[src/rtl/flip_event_counter.sv]
// rtl/flip_event_counter.sv - synchronizes a toggle-encoded event line and keeps event count / gap statistics
module flip_event_counter #(
   parameter int SYNC_STAGES = 2,
   parameter int CNT_WIDTH   = 32,
   parameter int GAP_WIDTH   = 16
) (
   input  logic                 clk,
   input  logic                 rst,
   input  logic                 flip_in,
   input  logic                 enable,
   input  logic                 clear,
   output logic                 event_pulse,
   output logic [CNT_WIDTH-1:0] event_count,
   output logic                 overflow,
   output logic [GAP_WIDTH-1:0] last_gap,
   output logic                 gap_valid,
   output logic [GAP_WIDTH-1:0] max_gap
);

   logic [SYNC_STAGES-1:0] sync_q, sync_d;
   logic                   flip_prev_q, flip_prev_d;
   logic                   event_pulse_q, event_pulse_d;
   logic [CNT_WIDTH-1:0]   event_count_q, event_count_d;
   logic                   overflow_q, overflow_d;
   logic [GAP_WIDTH-1:0]   gap_q, gap_d;
   logic [GAP_WIDTH-1:0]   last_gap_q, last_gap_d;
   logic                   gap_valid_q, gap_valid_d;
   logic [GAP_WIDTH-1:0]   max_gap_q, max_gap_d;
   logic                   first_seen_q, first_seen_d;

   logic flip_sync;
   logic event_det;
   logic counted;

   assign flip_sync = sync_q[SYNC_STAGES-1];
   assign event_det = flip_sync ^ flip_prev_q;
   assign counted   = event_det & enable & ~clear;

   always_comb begin
      sync_d        = {sync_q[SYNC_STAGES-2:0], flip_in};
      flip_prev_d   = flip_sync;
      event_pulse_d = event_det;
      event_count_d = event_count_q;
      overflow_d    = overflow_q;
      gap_d         = gap_q;
      last_gap_d    = last_gap_q;
      gap_valid_d   = gap_valid_q;
      max_gap_d     = max_gap_q;
      first_seen_d  = first_seen_q;

      if (clear) begin
         event_count_d = '0;
         overflow_d    = 1'b0;
         gap_d         = '0;
         last_gap_d    = '0;
         gap_valid_d   = 1'b0;
         max_gap_d     = '0;
         first_seen_d  = 1'b0;
      end else begin
         if (enable && gap_q != '1) begin
            gap_d = gap_q + GAP_WIDTH'(1);
         end
         if (counted) begin
            if (event_count_q == '1) begin
               overflow_d = 1'b1;
            end else begin
               event_count_d = event_count_q + CNT_WIDTH'(1);
            end
            // The event cycle itself is the first cycle of the next gap.
            gap_d = GAP_WIDTH'(1);
            if (first_seen_q) begin
               last_gap_d  = gap_q;
               gap_valid_d = 1'b1;
               if (gap_q > max_gap_q) begin
                  max_gap_d = gap_q;
               end
            end else begin
               first_seen_d = 1'b1;
            end
         end
      end
   end

   always_ff @(posedge clk or posedge rst) begin
      if (rst) begin
         sync_q        <= '0;
         flip_prev_q   <= 1'b0;
         event_pulse_q <= 1'b0;
         event_count_q <= '0;
         overflow_q    <= 1'b0;
         gap_q         <= '0;
         last_gap_q    <= '0;
         gap_valid_q   <= 1'b0;
         max_gap_q     <= '0;
         first_seen_q  <= 1'b0;
      end else begin
         sync_q        <= sync_d;
         flip_prev_q   <= flip_prev_d;
         event_pulse_q <= event_pulse_d;
         event_count_q <= event_count_d;
         overflow_q    <= overflow_d;
         gap_q         <= gap_d;
         last_gap_q    <= last_gap_d;
         gap_valid_q   <= gap_valid_d;
         max_gap_q     <= max_gap_d;
         first_seen_q  <= first_seen_d;
      end
   end

   assign event_pulse = event_pulse_q;
   assign event_count = event_count_q;
   assign overflow    = overflow_q;
   assign last_gap    = last_gap_q;
   assign gap_valid   = gap_valid_q;
   assign max_gap     = max_gap_q;

endmodule

[config.mk]
export PLATFORM = sky130hd
export DESIGN_NAME = flip_event_counter
export DESIGN_NICKNAME = d
export VERILOG_FILES = /design/src/rtl/flip_event_counter.sv
export SDC_FILE = /design/constraint.sdc
export NUM_CORES = 1
export LEC_CHECK = 0
export ABC_AREA = 0
export CELL_PAD_IN_SITES_DETAIL_PLACEMENT = 2
export CELL_PAD_IN_SITES_GLOBAL_PLACEMENT = 2
export CORE_ASPECT_RATIO = 0.8
export CORE_MARGIN = 3
export CORE_UTILIZATION = 36
export CTS_CLUSTER_SIZE = 24
export DETAILED_ROUTE_END_ITERATION = 16
export GPL_ROUTABILITY_DRIVEN = 0
export PLACE_DENSITY_LB_ADDON = 0.1
export SLEW_MARGIN = 20
export SYNTH_ARGS = -nofsm -noshare
export SYNTH_HDL_FRONTEND = slang
export SYNTH_SLANG_ARGS = --single-unit
[constraint.sdc]
create_clock -name clk -period 5.4 [get_ports clk]
set_clock_uncertainty 0.1 [all_clocks]
set_input_delay 0.81 -clock clk [delete_from_list [all_inputs] [get_ports clk]]
set_output_delay 0.81 -clock clk [all_outputs]
set_load 0.01 [all_outputs]
==> metrics.log, run 1 <==
[metrics] synthesized area per cell: 9.24 µm²
[metrics] Total Power: 0.00140 W
[metrics] die width: ~130 µm
[metrics] number of hold buffers added after CTS: 0
[metrics] wire length reported by the detailed router: 14300 µm
[metrics] Starting Density: between 30% and 40%
[metrics] peak clock frequency supported by timing: about 0.27 GHz
[metrics] 1st-pass router iterations: 4
[metrics] count of mapped cells out of synthesis: 492
[metrics] share of cells above drive strength 1: under 10%
[metrics] H-tree levels: 3
[metrics] dominant cells by area after synthesis: sky130_fd_sc_hd__dfrtp_1, sky130_fd_sc_hd__nand2_1, sky130_fd_sc_hd__ha_1
[metrics] area used by sequential logic in the layout: about 0.0022 mm²
[metrics] worst r2r src: flip_prev_q$_DFF_PP0_
[metrics] met2 GRT Util: 34.6%
[metrics] worst max-slew margin expressed relative to the limit: roughly a third
[metrics] data arrival time at the worst-slack endpoint: 3.81 ns
[metrics] Sequential Power Share: a little under half
[metrics] area added between synthesis and finish: 26.1%
[metrics] Most Crowded Layer GR: met2
[metrics] total inserted antenna cells: 0
[metrics] critical path endpoint category: flop
[metrics] vertical die dimension: approximately 110 µm
[metrics] hold crit path type: flop to flop
[metrics] final net count: 582
[metrics] Net Switching: roughly 0.00033 W
[metrics] number of clock buffers inserted by TritonCTS: 9
[metrics] unrepaired setup endpoints after global routing: false
[metrics] fill cell count: 1351
[metrics] Resize count post-CTS: 0
[metrics] Hold Crit Endpoint: sync_q[1]$_DFF_PP0_
[metrics] largest stage delay on the critical path: ~0.63 ns
[metrics] P per Cell Area: about 240 mW/mm²
[metrics] maximum ir drop on the vdd rail: about 170 µV
[metrics] grt met1 use: 29.2%
[metrics] routed via count: roughly 4000
[metrics] Clock Power Share: 47.2%
[metrics] maximum buffer depth of the clock tree: 2
[metrics] summed instance area of the synthesized netlist: 0.00455 mm²
[metrics] Setup Total Neg Slack: 0 ns
[metrics] initial DRC count: roughly 210
[metrics] source of the worst hold timing path: sync_q[0]$_DFF_PP0_
[metrics] shortest clock period the worst path allows after layout: approximately 3.6 ns
[metrics] HPWL after DPL: about 10000 µm
[metrics] full die area: approximately 0.014 mm²
[metrics] DRC violations left: 0
[metrics] worst-path cell with the longest stage delay: sky130_fd_sc_hd__and2_1
[metrics] max-capacitance violation count: 0
[metrics] commonest cells after routing, fill and taps aside: sky130_fd_sc_hd__dfrtp_1, sky130_fd_sc_hd__nand2_1, sky130_fd_sc_hd__clkdlybuf4s50_1, sky130_fd_sc_hd__nor2_1, sky130_fd_sc_hd__nand3_1
[metrics] number of antenna violations at the first check in global routing: 0
[metrics] GRT Overall Usage: 21.3%
[metrics] CTS tree: built
[metrics] static leakage: 2.25 nW
[metrics] Worst Reg2Reg Path Length in Cells: 7
[metrics] number of input and output port buffers inserted: slightly above 70
[metrics] commonest non-fill, non-tap cell in the layout: sky130_fd_sc_hd__dfrtp_1
[metrics] share of Yosys cell area claimed by the top area cell type: a little under half
[metrics] GR met3 Demand/Resource: 4.49%
[metrics] global-route wire length before repair: around 24000 µm
[metrics] total nets after synthesis: ~500
[metrics] routed length per instance: ~19 µm
[metrics] non-filler instance count after layout: approximately 740
[metrics] antenna-violating nets left: 0
[metrics] global route total overflow: 0
[metrics] number of pins exceeding their max-slew limit in the final report: 0
[metrics] Sw Ratio: between 20% and 30%
[metrics] maximum number of pins on one net before global-route repair: 60
[metrics] core utilization of the finished layout: 46.8%
[metrics] Period Utilization, post-route: 67.4%
[metrics] #FFs+latches synth: 87
[metrics] later-pin clock latency in the skew report: ~0.35 ns
[metrics] ordered cell list for the critical path: clkdlybuf4s50_1 > and2_1 > nand2_1 > a41o_1 > a31oi_2 > buf_4 > mux2i_1
[metrics] outcome: completed
[metrics] CTS sink cnt: 87
[metrics] pre-CTS setup slack: around 1.4 ns
[metrics] setup slack after layout: roughly 1.8 ns
[metrics] Logic pwr share: approximately 5%
[metrics] worst hold path cell count: 0
[metrics] CP Class: input port to flop
[metrics] internal power: approximately 0.0011 W
[metrics] root cell of the clock tree: sky130_fd_sc_hd__clkbuf_16
[metrics] post-synthesis sequential area ratio: 47.9%
[metrics] count of placed standard cells including taps: roughly 700
[metrics] count of final hold-check violations: 0
[metrics] number of vias per cell after detailed routing: around 5.4
[metrics] capture instance of the worst register-to-register path: max_gap[6]$_DFFE_PP0P_
[metrics] Startpoint Class: input port
[metrics] register-to-register path setup slack: ~2.2 ns
[metrics] Least-Margin Pin Slew: 0.993 ns
[metrics] clock-pin slew reported for the worst setup and hold paths after clock tree synthesis: around 0.060 ns
[metrics] area of the multi-input gates: around 0.0022 mm²
[metrics] number of core rows: 36
[metrics] maximum fanout along the worst path: 19
[metrics] post-CTS setup buffer count: 0
[metrics] core area: between 0.01 and 0.015 mm²
[metrics] required time of the worst setup path: approximately 5.6 ns
[metrics] final setup fails: 0
[metrics] library cell with the largest summed area after synthesis: sky130_fd_sc_hd__dfrtp_1
[metrics] Netlist cell types: 37
[metrics] Yosys warning count: 0
[metrics] I/O Pins: 72
[metrics] number of global-route vias before repair: approximately 4300
[registers in the layout, indices dropped and copies added (netlist names)]
register / count
gap_valid: 1
flip_prev_q: 1
event_pulse: 1
gap_q: 16
sync_q: 2
first_seen_q: 1
last_gap: 16
max_gap: 16
overflow: 1
event_count: 32
[power groups by stage]
stage	Sequential (W)	Clock (W)	Combinational (W)
floorplan	0.000676	0	0.0000457
global placement	0.000680	0	0.0000680
detailed placement	0.000681	0	0.0000710
CTS	0.000669	0.000676	0.0000718
global route	0.000670	0.000703	0.0000791
finish	0.000669	0.000659	0.0000694
[worst max-delay path by stage]
stage	startpoint	end	depth (start not counted)
after CTS	enable	max_gap[6]$_DFFE_PP0P_	7
after global routing	enable	max_gap[14]$_DFFE_PP0P_	7
after floorplan	rst	event_count[0]$_DFFE_PP0P_	1
final	enable	max_gap[6]$_DFFE_PP0P_	7
after detailed placement	enable	max_gap[1]$_DFFE_PP0P_	7
after global placement	enable	max_gap[0]$_DFFE_PP0P_	7
[Yosys cell counts]
cell and instances:
sky130_fd_sc_hd__a2111o_1 1, sky130_fd_sc_hd__a2111oi_0 1, sky130_fd_sc_hd__a2111oi_2 1, sky130_fd_sc_hd__a21o_1 1, sky130_fd_sc_hd__a21oi_1 33, sky130_fd_sc_hd__a21oi_2 1
sky130_fd_sc_hd__a22oi_1 1, sky130_fd_sc_hd__a31oi_2 1, sky130_fd_sc_hd__a41o_1 1, sky130_fd_sc_hd__and2_1 3, sky130_fd_sc_hd__and3_1 9, sky130_fd_sc_hd__and4_1 9
sky130_fd_sc_hd__buf_1 2, sky130_fd_sc_hd__buf_2 1, sky130_fd_sc_hd__buf_4 1, sky130_fd_sc_hd__clkbuf_1 15, sky130_fd_sc_hd__dfrtp_1 87, sky130_fd_sc_hd__ha_1 18
sky130_fd_sc_hd__inv_1 23, sky130_fd_sc_hd__mux2i_1 17, sky130_fd_sc_hd__nand2_1 72, sky130_fd_sc_hd__nand3_1 37, sky130_fd_sc_hd__nand3b_1 1, sky130_fd_sc_hd__nand4_1 20
sky130_fd_sc_hd__nor2_1 49, sky130_fd_sc_hd__nor2b_1 2, sky130_fd_sc_hd__nor3_1 13, sky130_fd_sc_hd__nor3b_1 1, sky130_fd_sc_hd__nor4_1 10, sky130_fd_sc_hd__o21ai_0 10
sky130_fd_sc_hd__or3_1 7, sky130_fd_sc_hd__or3_4 1, sky130_fd_sc_hd__or4_1 1, sky130_fd_sc_hd__or4b_4 1, sky130_fd_sc_hd__xnor2_1 19, sky130_fd_sc_hd__xor2_1 21
sky130_fd_sc_hd__xor2_2 1
[stage by stage]
| step | hold WS (ns) | area [µm²] |
|---|---|---|
| 4_1_cts | 0.272 | 5730 |
| 3_5_place_dp | 0.251 | 5420 |
| 2_1_floorplan | 0.231 | 4550 |
| 3_3_place_gp | 0.233 | 5420 |
| 5_1_grt | 0.287 | 5730 |
| 6_report | 0.268 | 5730 |
[cell type report]
class / count / area share, %
Clock buffer: 13 / 4.71
Tap cell: 171 / 3.73
Multi-Input combinational cell: 363 / 38.5
Timing Repair Buffer: 75 / 12.8
Sequential cell: 87 / 38.0
Inverter: 23 / 1.55
Clock inverter: 3 / 0.698
[cell families after synthesis]
family / after synthesis / synth area share [%]
AO/OA/AOI/OAI: 51 / 6.52
adder cells (fa/ha/maj): 18 / 4.95
buffers and inverters: 42 / 3.58
AND/OR/NAND/NOR: 236 / 25.3
flip-flops: 87 / 47.9
multiplexers: 17 / 3.74
XOR/XNOR: 41 / 8.06
[worst max-delay path, delay by kind of cell]
kind / cells / cell delay, ns
AND/OR/NAND/NOR: 2 / 1.26
buffers and inverters: 2 / 0.92
AO/OA/AOI/OAI: 2 / 0.56
multiplexers: 1 / 0.24
[layer usage]
| metal | vias up | wire length (µm) | share of wire (%) |
|---|---|---|---|
| met1 | 2048 | 6950 | 49 |
| met5 | - | 0 | 0 |
| met2 | 60 | 6720 | 47 |
| met4 | 0 | 156 | 1.1 |
| li1 | 1841 | - | - |
| met3 | 10 | 454 | 3.2 |
(Power assumes the default switching activity.)
==> run 2, diff against run 1 <==
--- a/config.mk
+++ b/config.mk
@@ -10,7 +10,7 @@
 export CELL_PAD_IN_SITES_GLOBAL_PLACEMENT = 2
 export CORE_ASPECT_RATIO = 0.8
 export CORE_MARGIN = 3
-export CORE_UTILIZATION = 36
+export CORE_UTILIZATION = 30
 export CTS_CLUSTER_SIZE = 24
 export DETAILED_ROUTE_END_ITERATION = 16
 export GPL_ROUTABILITY_DRIVEN = 0
==> constraint.sdc (replaced) <==
create_clock -name clk -period 3 [get_ports clk]
set_clock_uncertainty 0.1 [all_clocks]
set_input_delay 0.45 -clock clk [delete_from_list [all_inputs] [get_ports clk]]
set_output_delay 0.45 -clock clk [all_outputs]
set_load 0.01 [all_outputs]
==> metrics.log, run 2 (same netlist as run 1, synthesis figures left out) <==
[metrics] I/O Pins: 72
[metrics] ordered cell list for the critical path: ha_1 > nand3_1 > nor4_1 > and3_1 > or3_1 > xor2_1 > nor2_1
[metrics] critical path endpoint category: flop
[metrics] Least-Margin Pin Slew: between 0.6 and 0.7 ns
[metrics] worst r2r src: event_count[0]$_DFFE_PP0P_
[metrics] core area: 0.0145 mm²
[metrics] register-to-register path setup slack: 0.34 ns
[metrics] H-tree levels: 3
[metrics] number of core rows: 39
[metrics] Net Switching: 0.000610 W
[metrics] die width: between 100 and 150 µm
[metrics] largest stage delay on the critical path: 0.57 ns
[metrics] initial DRC count: 124
[metrics] Clock Power Share: between 40% and 50%
[metrics] number of global-route vias before repair: between 4000 and 5000
[metrics] commonest cells after routing, fill and taps aside: sky130_fd_sc_hd__dfrtp_1, sky130_fd_sc_hd__nand2_1, sky130_fd_sc_hd__clkdlybuf4s50_1, sky130_fd_sc_hd__nor2_1, sky130_fd_sc_hd__nand3_1
[metrics] number of clock buffers inserted by TritonCTS: 9
[metrics] root cell of the clock tree: sky130_fd_sc_hd__clkbuf_16
[metrics] Startpoint Class: flop
[metrics] outcome: completed
[metrics] number of input and output port buffers inserted: 71
[metrics] P per Cell Area: between 400 and 500 mW/mm²
[metrics] internal power: approximately 0.002 W
[metrics] Sw Ratio: ~23%
[metrics] number of antenna violations at the first check in global routing: 0
[metrics] Setup Total Neg Slack: 0 ns
[metrics] Starting Density: a little under a third
[metrics] full die area: ~0.017 mm²
[metrics] HPWL after DPL: roughly 11000 µm
[metrics] Period Utilization, post-route: between 80 and 90%
[metrics] area added between synthesis and finish: 29.8%
[metrics] commonest non-fill, non-tap cell in the layout: sky130_fd_sc_hd__dfrtp_1
[metrics] global route total overflow: 0
[metrics] wire length reported by the detailed router: 14500 µm
[metrics] required time of the worst setup path: roughly 3.1 ns
[metrics] number of flip-flops under the largest register name: 32
[metrics] routed via count: between 3000 and 4000
[metrics] data arrival time at the worst-slack endpoint: approximately 2.8 ns
[metrics] max-capacitance violation count: 0
[metrics] CTS sink cnt: 87
[metrics] Sequential Power Share: a little under half
[metrics] number of hold buffers added after CTS: 0
[metrics] CTS tree: built
[metrics] maximum ir drop on the vdd rail: about 330 µV
[metrics] peak clock frequency supported by timing: approximately 0.38 GHz
[metrics] Crit. Startpoint: event_count[0]$_DFFE_PP0P_
[metrics] GRT Overall Usage: 18.6%
[metrics] Logic pwr share: 5.6%
[metrics] number of pins exceeding their max-slew limit in the final report: 0
[metrics] worst-path cell with the longest stage delay: sky130_fd_sc_hd__nor4_1
[metrics] count of final hold-check violations: 0
[metrics] routed length per instance: between 15 and 20 µm
[metrics] clock-pin slew reported for the worst setup and hold paths after clock tree synthesis: ~0.070 ns
[metrics] unrepaired setup endpoints after global routing: false
[metrics] DRC violations left: 0
[metrics] maximum fanout along the worst path: 12
[metrics] final setup fails: 0
[metrics] total inserted antenna cells: 0
[metrics] fill cell count: 1602
[metrics] hold crit path type: flop to flop
[metrics] global-route wire length before repair: 24100 µm
[metrics] source of the worst hold timing path: sync_q[0]$_DFF_PP0_
[metrics] later-pin clock latency in the skew report: about 0.35 ns
[metrics] antenna-violating nets left: 0
[metrics] worst max-slew margin expressed relative to the limit: a little under three fifths
[metrics] maximum buffer depth of the clock tree: 2
[metrics] vertical die dimension: 116 µm
[metrics] Resize count post-CTS: 0
[metrics] non-filler instance count after layout: ~760
[metrics] number of vias per cell after detailed routing: around 5.2
[metrics] share of cells above drive strength 1: 7.25%
[metrics] final net count: roughly 600
[metrics] count of placed standard cells including taps: 747
[metrics] 1st-pass router iterations: 4
[metrics] static leakage: ~2.3 nW
[metrics] CP Class: flop to flop
[metrics] post-CTS setup buffer count: 0
[metrics] maximum number of pins on one net before global-route repair: 35
[metrics] shortest clock period the worst path allows after layout: 2.66 ns
-- run 2: path summary, 6_finish.rpt --
| path | to | depth (start not counted) |
|---|---|---|
| max | event_count[7]$_DFFE_PP0P_ | 7 |
| min | sync_q[1]$_DFF_PP0_ | 0 |
| max reg2reg | event_count[7]$_DFFE_PP0P_ | 7 |
| min reg2reg | sync_q[1]$_DFF_PP0_ | 0 |
| max in group asynchronous | event_count[18]$_DFFE_PP0P_ | 3 |
| min in group asynchronous | max_gap[10]$_DFFE_PP0P_ | 2 |
-- run 2: final cells by class --
type	count	area, µm²	share of cell area [%]
inverters	23	87.6	1.48
clock buffers	10	229	3.88
well taps	184	230	3.90
repair buffers	90	861	14.6
flip-flops and latches	87	2180	36.9
multi-input cells	363	2210	37.4
clock inverters	6	109	1.84
-- run 2: critical path: cells and delay by family, from the launching register on --
kind | cells | cell delay, ns
xor gates and xnor gates | 1 | 0.16
adders and majority gates | 1 | 0.20
and+or+nand+nor | 5 | 1.63
DFF | 1 | 0.44
-- run 2: metal layers --
layer / vias up / track usage [%] / share of wire (%) / wire, µm
met5: - / 0 / 0 / 0
met4: 0 / 3.95 / 0.89 / 129
met3: 10 / 3.77 / 2.3 / 331
met2: 50 / 29.5 / 46 / 6630
met1: 2073 / 26.5 / 51 / 7360
li1: 1866 / - / - / -
-- run 2: power groups by stage --
| stage | clock [W] | sequential, W | combinational [W] |
|---|---|---|---|
| final | 0.00131 | 0.00119 | 0.000150 |
| after detailed placement | 0 | 0.00122 | 0.000155 |
| after floorplan | 0 | 0.00122 | 0.0000823 |
| after global placement | 0 | 0.00122 | 0.000152 |
| after CTS | 0.00134 | 0.00120 | 0.000156 |
| after global routing | 0.00139 | 0.00120 | 0.000170 |
-- run 2: stage by stage --
stage | utilization (%) | hold slack (ns) | worst slack [ns] | cell area, µm² | total power, W
floorplan | - | 0.231 | 0.200 | 4550 | 0.00130
global placement | 38.3 | 0.232 | 0.256 | 5560 | 0.00137
detailed placement | 38.3 | 0.252 | 0.230 | 5560 | 0.00137
CTS | 40.6 | 0.268 | 0.374 | 5900 | 0.00269
global route | 40.6 | 0.267 | 0.0737 | 5900 | 0.00276
finish | 40.6 | 0.260 | 0.344 | 5900 | 0.00265
